==> src/rtl/wb_gpio_irq_ctrl.sv <==
// Wishbone GPIO controller: per-pin OUT/OEB, synced IN, edge IRQs.
// Optional input debounce filter enabled with `define GPIO_DEBOUNCE_EN.
module wb_gpio_irq_ctrl #(
  parameter logic [31:0] BASE_ADDR  = 32'h3000_0000,
  parameter int          NUM_IO     = 38,
  parameter int          NUM_IRQ    = 3,
  parameter int          DEBOUNCE_W = 4
) (
  input  logic               wb_clk_i,
  input  logic               wb_rst_ni,
  input  logic               wbs_cyc_i,
  input  logic               wbs_stb_i,
  input  logic               wbs_we_i,
  input  logic [3:0]         wbs_sel_i,
  input  logic [31:0]        wbs_adr_i,
  input  logic [31:0]        wbs_dat_i,
  output logic               wbs_ack_o,
  output logic [31:0]        wbs_dat_o,
  input  logic [NUM_IO-1:0]  io_in,
  output logic [NUM_IO-1:0]  io_out,
  output logic [NUM_IO-1:0]  io_oeb,
  output logic [NUM_IRQ-1:0] user_irq
);

  logic              ack_q, ack_d;
  logic [31:0]       dat_q, dat_d;
  logic [NUM_IO-1:0] out_q, out_d;
  logic [NUM_IO-1:0] oeb_q, oeb_d;
  logic [NUM_IO-1:0] in_q, in_d;
  logic [NUM_IO-1:0] ien_q, ien_d;
  logic [NUM_IO-1:0] istat_q, istat_d;
  logic [NUM_IO-1:0] iedge_q, iedge_d;
  logic [NUM_IO-1:0] sync1_q, sync2_q;
  logic [NUM_IRQ-1:0] irq_q, irq_d;
  logic [NUM_IO-1:0] filt;
  logic              unused_ok;

`ifdef GPIO_DEBOUNCE_EN
  logic [NUM_IO-1:0]     filt_q, filt_d;
  logic [DEBOUNCE_W-1:0] cnt_q [NUM_IO];
  logic [DEBOUNCE_W-1:0] cnt_d [NUM_IO];

  // Accept a new level only after it has been stable for 2**W cycles.
  always_comb begin
    filt_d = filt_q;
    for (int i = 0; i < NUM_IO; i++) begin
      cnt_d[i] = '0;
      if (sync2_q[i] != filt_q[i]) begin
        if (cnt_q[i] == '1) filt_d[i] = sync2_q[i];
        else cnt_d[i] = cnt_q[i] + DEBOUNCE_W'(1);
      end
    end
  end

  // Debounce state.
  always_ff @(posedge wb_clk_i or negedge wb_rst_ni) begin
    if (!wb_rst_ni) begin
      filt_q <= '0;
      for (int i = 0; i < NUM_IO; i++) cnt_q[i] <= '0;
    end else begin
      filt_q <= filt_d;
      for (int i = 0; i < NUM_IO; i++) cnt_q[i] <= cnt_d[i];
    end
  end

  assign filt      = filt_q;
  assign unused_ok = &{1'b0, wbs_adr_i[1:0]};
`else
  assign filt      = sync2_q;
  assign unused_ok = &{1'b0, wbs_adr_i[1:0], (DEBOUNCE_W > 0)};
`endif

  logic        req, hit, wr;
  logic [4:0]  reg_idx;
  logic [31:0] m32;
  logic [63:0] m64, wd64, rd64;
  logic [63:0] out64, oeb64, in64, ien64, ist64, iedge64;
  logic [NUM_IO-1:0] m, wd, set;

  // Bus decode, register writes, read mux and edge detection.
  always_comb begin
    req     = wbs_cyc_i & wbs_stb_i & ~ack_q;
    hit     = wbs_adr_i[31:8] == BASE_ADDR[31:8];
    wr      = req & wbs_we_i & hit;
    reg_idx = wbs_adr_i[7:3];
    m32     = {{8{wbs_sel_i[3]}}, {8{wbs_sel_i[2]}},
               {8{wbs_sel_i[1]}}, {8{wbs_sel_i[0]}}};
    m64     = wbs_adr_i[2] ? {m32, 32'h0} : {32'h0, m32};
    wd64    = {wbs_dat_i, wbs_dat_i};
    m       = m64[NUM_IO-1:0];
    wd      = wd64[NUM_IO-1:0] & m;

    out64   = '0; out64[NUM_IO-1:0]   = out_q;
    oeb64   = '0; oeb64[NUM_IO-1:0]   = oeb_q;
    in64    = '0; in64[NUM_IO-1:0]    = in_q;
    ien64   = '0; ien64[NUM_IO-1:0]   = ien_q;
    ist64   = '0; ist64[NUM_IO-1:0]   = istat_q;
    iedge64 = '0; iedge64[NUM_IO-1:0] = iedge_q;

    case (reg_idx)
      5'd0:    rd64 = out64;
      5'd1:    rd64 = oeb64;
      5'd2:    rd64 = in64;
      5'd3:    rd64 = ien64;
      5'd4:    rd64 = ist64;
      5'd5:    rd64 = iedge64;
      default: rd64 = '0;
    endcase

    ack_d = req;
    dat_d = '0;
    if (req && !wbs_we_i && hit)
      dat_d = wbs_adr_i[2] ? rd64[63:32] : rd64[31:0];

    out_d   = out_q;
    oeb_d   = oeb_q;
    ien_d   = ien_q;
    iedge_d = iedge_q;
    if (wr && reg_idx == 5'd0) out_d   = (out_q & ~m) | wd;
    if (wr && reg_idx == 5'd1) oeb_d   = (oeb_q & ~m) | wd;
    if (wr && reg_idx == 5'd3) ien_d   = (ien_q & ~m) | wd;
    if (wr && reg_idx == 5'd5) iedge_d = (iedge_q & ~m) | wd;

    in_d = filt;
    set  = (~iedge_q & filt & ~in_q) | (iedge_q & ~filt & in_q);
    istat_d = istat_q;
    if (wr && reg_idx == 5'd4) istat_d = istat_q & ~wd;
    istat_d = istat_d | set;

    irq_d = '0;
    for (int k = 0; k < NUM_IRQ; k++)
      for (int i = 0; i < NUM_IO; i++)
        if (i % NUM_IRQ == k)
          irq_d[k] = irq_d[k] | (istat_q[i] & ien_q[i]);
  end

  // All architectural state.
  always_ff @(posedge wb_clk_i or negedge wb_rst_ni) begin
    if (!wb_rst_ni) begin
      ack_q   <= 1'b0;
      dat_q   <= '0;
      out_q   <= '0;
      oeb_q   <= '1;
      in_q    <= '0;
      ien_q   <= '0;
      istat_q <= '0;
      iedge_q <= '0;
      sync1_q <= '0;
      sync2_q <= '0;
      irq_q   <= '0;
    end else begin
      ack_q   <= ack_d;
      dat_q   <= dat_d;
      out_q   <= out_d;
      oeb_q   <= oeb_d;
      in_q    <= in_d;
      ien_q   <= ien_d;
      istat_q <= istat_d;
      iedge_q <= iedge_d;
      sync1_q <= io_in;
      sync2_q <= sync1_q;
      irq_q   <= irq_d;
    end
  end

  assign wbs_ack_o = ack_q;
  assign wbs_dat_o = dat_q;
  assign io_out    = out_q;
  assign io_oeb    = oeb_q;
  assign user_irq  = irq_q;

endmodule

==> config.mk <==
export PLATFORM = sky130hd
export DESIGN_NAME = wb_gpio_irq_ctrl
export DESIGN_NICKNAME = d
export VERILOG_FILES = /design/src/rtl/wb_gpio_irq_ctrl.sv
export SDC_FILE = /design/constraint.sdc
export NUM_CORES = 1
export LEC_CHECK = 0
export BUFFER_PORTS_ARGS = -buffer_cell sky130_fd_sc_hd__buf_4
export CAP_MARGIN = 5
export CORE_MARGIN = 5
export CORE_UTILIZATION = 57
export CTS_CLUSTER_DIAMETER = 100
export DETAILED_ROUTE_END_ITERATION = 8
export PLACE_DENSITY = 0.8
export SYNTH_ARGS = -nofsm -noshare
export SYNTH_HDL_FRONTEND = slang
export SYNTH_SLANG_ARGS = --single-unit
==> constraint.sdc <==
create_clock -name wb_clk_i -period 2.8 [get_ports wb_clk_i]
set_input_delay 0.28 -clock wb_clk_i [delete_from_list [all_inputs] [get_ports wb_clk_i]]
set_output_delay 0.28 -clock wb_clk_i [all_outputs]
set_load 0.01 [all_outputs]
==> results of run 1 <==
[kinds of logic (layout without fill, tap and decap cells)]
family	after synthesis	count (layout)	synth area share [%]
simple gates	231	231	11.0
buf+inv	63	380	1.89
compound gates	226	226	12.4
flops	340	340	60.7
mux	170	170	13.9
[where the power goes]
group | leakage [nW] | internal [mW] | switching [mW]
Combinational | 3.47 | 0.210 | 0.306
Clock | 0.596 | 2.86 | 1.91
Sequential | 4.15 | 5.00 | 0.0603
[area by class of cell]
type	count	area, um^2	share of cell area [%]
Clock buffer	55	1110	6.20
Clock inverter	10	103	0.571
Inverter	2	7.51	0.0418
Multi-Input combinational cell	627	5280	29.3
Sequential cell	340	8560	47.6
Tap cell	324	405	2.25
Timing Repair Buffer	313	2520	14.0
[Yosys cell counts, drive strengths merged (30+ instances only)]
master / count
a22oi: 36
nor2: 37
dfstp: 38
o31ai: 38
clkbuf: 34
a21oi: 30
mux2: 156
a22o: 31
nand3: 53
nand2: 74
dfrtp: 302
o211ai: 31
[worst register-to-register path, stage by stage, from the launching register on]
cell,delay [ps]
dfrtp_1,400
and4b_1,600
nand2_1,360
nor4_4,580
mux2_2,410
[final timing paths]
kind	to	slack, ps	depth (start not counted)
max reg2reg	register	350	4
min reg2reg	filt[31]$_DFF_PN0_	350	0
max	register	350	4
min	wbs_ack_o$_DFF_PN0_	30	3
min in group asynchronous	wbs_dat_o[8]$_DFF_PN0_	350	2
max in group asynchronous	async pin	1600	3
[routing by layer]
layer	global-route usage (%)	wire length, um	up-vias
li1	-	-	4524
met2	47.7	20100	741
met1	38.5	15300	5388
met4	11.2	1790	2
met5	0	19	-
met3	7.69	4620	153
[metrics by stage]
step | area [um^2] | util [%] | hold slack (ps)
2_1_floorplan | 14100 | - | -15.6
3_3_place_gp | 16400 | 67.3 | 297
3_5_place_dp | 16400 | 67.3 | 298
4_1_cts | 18000 | 73.9 | 17.0
5_1_grt | 18000 | 73.9 | 18.6
6_report | 18000 | 73.9 | 30.7
==> results.yml, run 1 <==
flow_run:
  maxCapViolations: 0
critical_path:
  end_kind: "register"
  slowest_delay_ps: 590
  crit_path_max_fanout: 9
  critical_path.top_delay_family: "simple AND/OR/NAND/NOR gates"
  arrival_ps: 2850
  worstPathRequired_ps: 3200
  cp-startpoint: "wbs_ack_o$_DFF_PN0_"
  crit_buf_inv: 0
  startpoint_type: "register"
  worstReg2RegStart: "wbs_ack_o$_DFF_PN0_"
  path_class: "reg -> reg"
  cpMaxStageDelayCell: "and4b_1"
  path_cells: "and4b_1 -> nand2_1 -> nor4_4 -> mux2_2"
power_and_ir_drop:
  p_total_mw: 10.3
  max-vdd-ir-drop_v: 0.000406
  p_per_area_nw_per_um2: 575
  p_leak_nw: 8.21
final_layout:
  fin_nets: 1431
  diodes: 0
  post_route_cells_drive_above_1_share_pct: 41.8
  most-common-layout-cells: "dfrtp_1, buf_4, mux2_2, nand2_1, nand3_1"
  final_common_cell: "dfrtp_1"
  fin_cells: 1671
  fill_cells: 1519
  syn2layout_area_growth_pct: 27.7
grt:
  grt_pass1_vias: 11400
  grt_use_total_pct: 29.4
  grt.overflow.total: 0
  antenna_found_initial: 1
  grt_max_degree: 76
  grt_pass1_wl_mm: 65.1
drt:
  drc: 5
  vias: 10800
  wl_mm: 41.8
  viasPerCell: 6.47
  drtIter0Drc: 1236
  antenna_left: 0
  firstDrtPassIters: 9
  wl_per_cell_um: 25.0
sta:
  relSlewSlack_pct: 40.9
  tightest_slew_ps: 887
  rsz0062_at_grt: "false"
  slew_violations: 0
  min_period_over_period_pct: 87.6
  setup_ws_ps: 348
  finalSetupViolCount: 0
  final-hold-violation-count: 0
  fin_worst_skew_ps: 20.8
  fmax_mhz: 408
  finalCriticalPeriod_ps: 2450
  setup-tns-final_ps: 0
die:
  io_pins: 223
  fp-row-count: 57
  start_util_pct: 57.9
  die_y_um: 167
  die_w_um: 167
  die_area_um2: 28000
  core_area_um2: 24300
logic_synthesis:
  avgSynthCellArea_um2: 13.7
  syn_area_um2: 14100
  ys_seq_area_share_pct: 60.7
  async_flop_share_pct: 100
  ys_top_cells_by_area: "dfrtp_1, mux2_2, dfstp_2"
  yosysTopAreaCell: "dfrtp_1"
  synth-seq-cells: 340
  synth_ff_type: "dfrtp_1"
  synth_top_cell_area_share_pct: 53.7
  synth.yosys.warnings: 0
  yosysUniqueCellTypes: 48
  synth_cells: 1030
  synth_enable_flop_cells: 0
  syn-num-nets: 1141
clock_tree:
  cts.path.max_buffers: 3
  cts-htree-levels: 2
  cts_sinks: 340
  cts_hold_buf: 39
  cts_tree: "yes"
  post_cts_buffers: 0
  clock_latency_ps: 520
  root_buffer: "clkbuf_16"
  post_cts_resized: 0
  clkSlewWorstSetupHoldPaths_ps: 60
  cts_buffers: 36
placed_design:
  dp_hpwl_mm: 27.3
  place.gp.congestion: 0.936
  place_inst: 1567
  post-place-ws_ps: 337
  portBuffers: 220
min_path:
  hold_class: "in -> reg"
  worstHoldStart: "wbs_stb_i"
outcome:
  violations: "DRC"
  status: "finished with violations"
Note: power is estimated with default switching activity, not from simulation.
==> run 2, diff against run 1 <==
- CTS_BUF_LIST: not set -> sky130_fd_sc_hd__clkbuf_16
==> results.yml, run 2 (synthesized netlist as in run 1, its figures left out) <==
sta:
  fmax_mhz: 408
  relSlewSlack_pct: 43.2
  final-hold-violation-count: 0
  min_period_over_period_pct: 87.5
  slew_violations: 0
  setup-tns-final_ps: 0
  fin_worst_skew_ps: 18.8
  finalSetupViolCount: 0
  finalCriticalPeriod_ps: 2450
  rsz0062_at_grt: "false"
  tightest_slew_ps: 853
critical_path:
  end_kind: "register"
  worstPathRequired_ps: 3200
  cpMaxStageDelayCell: "and4b_1"
  arrival_ps: 2850
  slowest_delay_ps: 600
  path_class: "reg -> reg"
  startpoint_type: "register"
  crit_path_max_fanout: 9
  path_cells: "and4b_1 -> nand2_1 -> nor4_4 -> mux2_2"
die:
  io_pins: 223
  die_w_um: 167
  core_area_um2: 24300
  die_area_um2: 28000
  start_util_pct: 57.9
  fp-row-count: 57
  die_y_um: 167
drt:
  antenna_left: 0
  wl_per_cell_um: 24.7
  vias: 10700
  maxUsedRoutingLayer: "met4"
  drc: 0
  wl_met2_mm: 19.8
  dr_wl_met3_mm: 4.33
  wl_mm: 41.3
  m1WireLength_mm: 15.4
  viasPerCell: 6.40
  firstDrtPassIters: 8
  drtIter0Drc: 1226
min_path:
  hold_class: "in -> reg"
final_layout:
  syn2layout_area_growth_pct: 26.9
  diodes: 0
  final_common_cell: "dfrtp_1"
  fin_nets: 1431
  fill_cells: 1533
  multiInputGateArea_um2: 5280
  most-common-layout-cells: "dfrtp_1, buf_4, mux2_2, nand2_1, nand3_1"
  post_route_cells_drive_above_1_share_pct: 41.1
  regArea_um2: 8560
grt:
  grt_pass1_vias: 11300
  antenna_found_initial: 0
  grt_max_degree: 76
  grt_pass1_wl_mm: 64.3
  grt_use_total_pct: 28.9
  grt.overflow.total: 0
clock_tree:
  cts_sinks: 340
  post_cts_resized: 0
  clock_latency_ps: 520
  post_cts_buffers: 0
  cts.path.max_buffers: 3
  root_buffer: "clkbuf_16"
  cts_hold_buf: 39
  cts-htree-levels: 2
  clkSlewWorstSetupHoldPaths_ps: 60
  cts_tree: "yes"
  cts_buffers: 36
placed_design:
  portBuffers: 220
  place.gp.congestion: 0.936
  dp_hpwl_mm: 27.3
outcome:
  status: "completed"
power_and_ir_drop:
  p_total_mw: 10.0
  p_per_area_nw_per_um2: 562
  max-vdd-ir-drop_v: 0.000406
  p_leak_nw: 8.19
flow_run:
  maxCapViolations: 0
-- run 2: cell count changes in the layout (fill, tap and decap cells not counted) --
cell	change
clkbuf_8	-10
clkinv_1	+10
inv_1	+7
clkbuf_1	-7
-- run 2: area by class of cell --
class,count,area share (%)
clock buffers,38,5.32
clock inverters,27,0.931
inverters,2,0.0420
multi-input cells,627,29.5
flip-flops and latches,340,47.9
well taps,324,2.27
repair buffers,313,14.1
-- run 2: metal layers --
metal  vias to the layer above  global-route usage (%)
met5                         -                       0
met1                      5337                    38.0
met4                         0                    11.4
met3                       134                    7.40
li1                       4534                       -
met2                       694                    46.8
-- run 2: where the power goes --
group	total (mW)	switching (mW)	internal, mW
registers	5.06	0.0598	5.00
clock network	4.46	1.91	2.55
logic	0.515	0.305	0.210
-- run 2: path summary, 6_finish.rpt --
check | end | from | slack (ps) | cells past startpoint
worst max-delay path | register | wbs_ack_o$_DFF_PN0_ | 350 | 4
worst min-delay path | wbs_ack_o$_DFF_PN0_ | wbs_stb_i | 30 | 3
worst max register to register | register | wbs_ack_o$_DFF_PN0_ | 350 | 4
worst min register to register | filt[31]$_DFF_PN0_ | sync1_q[31]$_DFF_PN0_ | 350 | 0
max in group asynchronous | async pin | wb_rst_ni | 1600 | 3
min in group asynchronous | sync1_q[7]$_DFF_PN0_ | wb_rst_ni | 340 | 2
-- run 2: critical path, delay by kind of cell, from the launching register on --
| kind | cells | cell delay (ps) |
|---|---|---|
| DFF | 1 | 400 |
| muxes | 1 | 410 |
| and+or+nand+nor | 3 | 1530 |
-- run 2: stage by stage --
step           std cells  hold slack, ps  instance area, um^2  util (%)  setup WS, ps
5_1_grt             1671            21.9                17900      73.5           271
3_5_place_dp        1567             298                16400      67.3           337
6_report            1671            26.6                17900      73.5           350
4_1_cts             1671            18.4                17900      73.5           381
3_3_place_gp        1567             297                16400      67.3           348
2_1_floorplan       1030           -15.6                14100         -           697
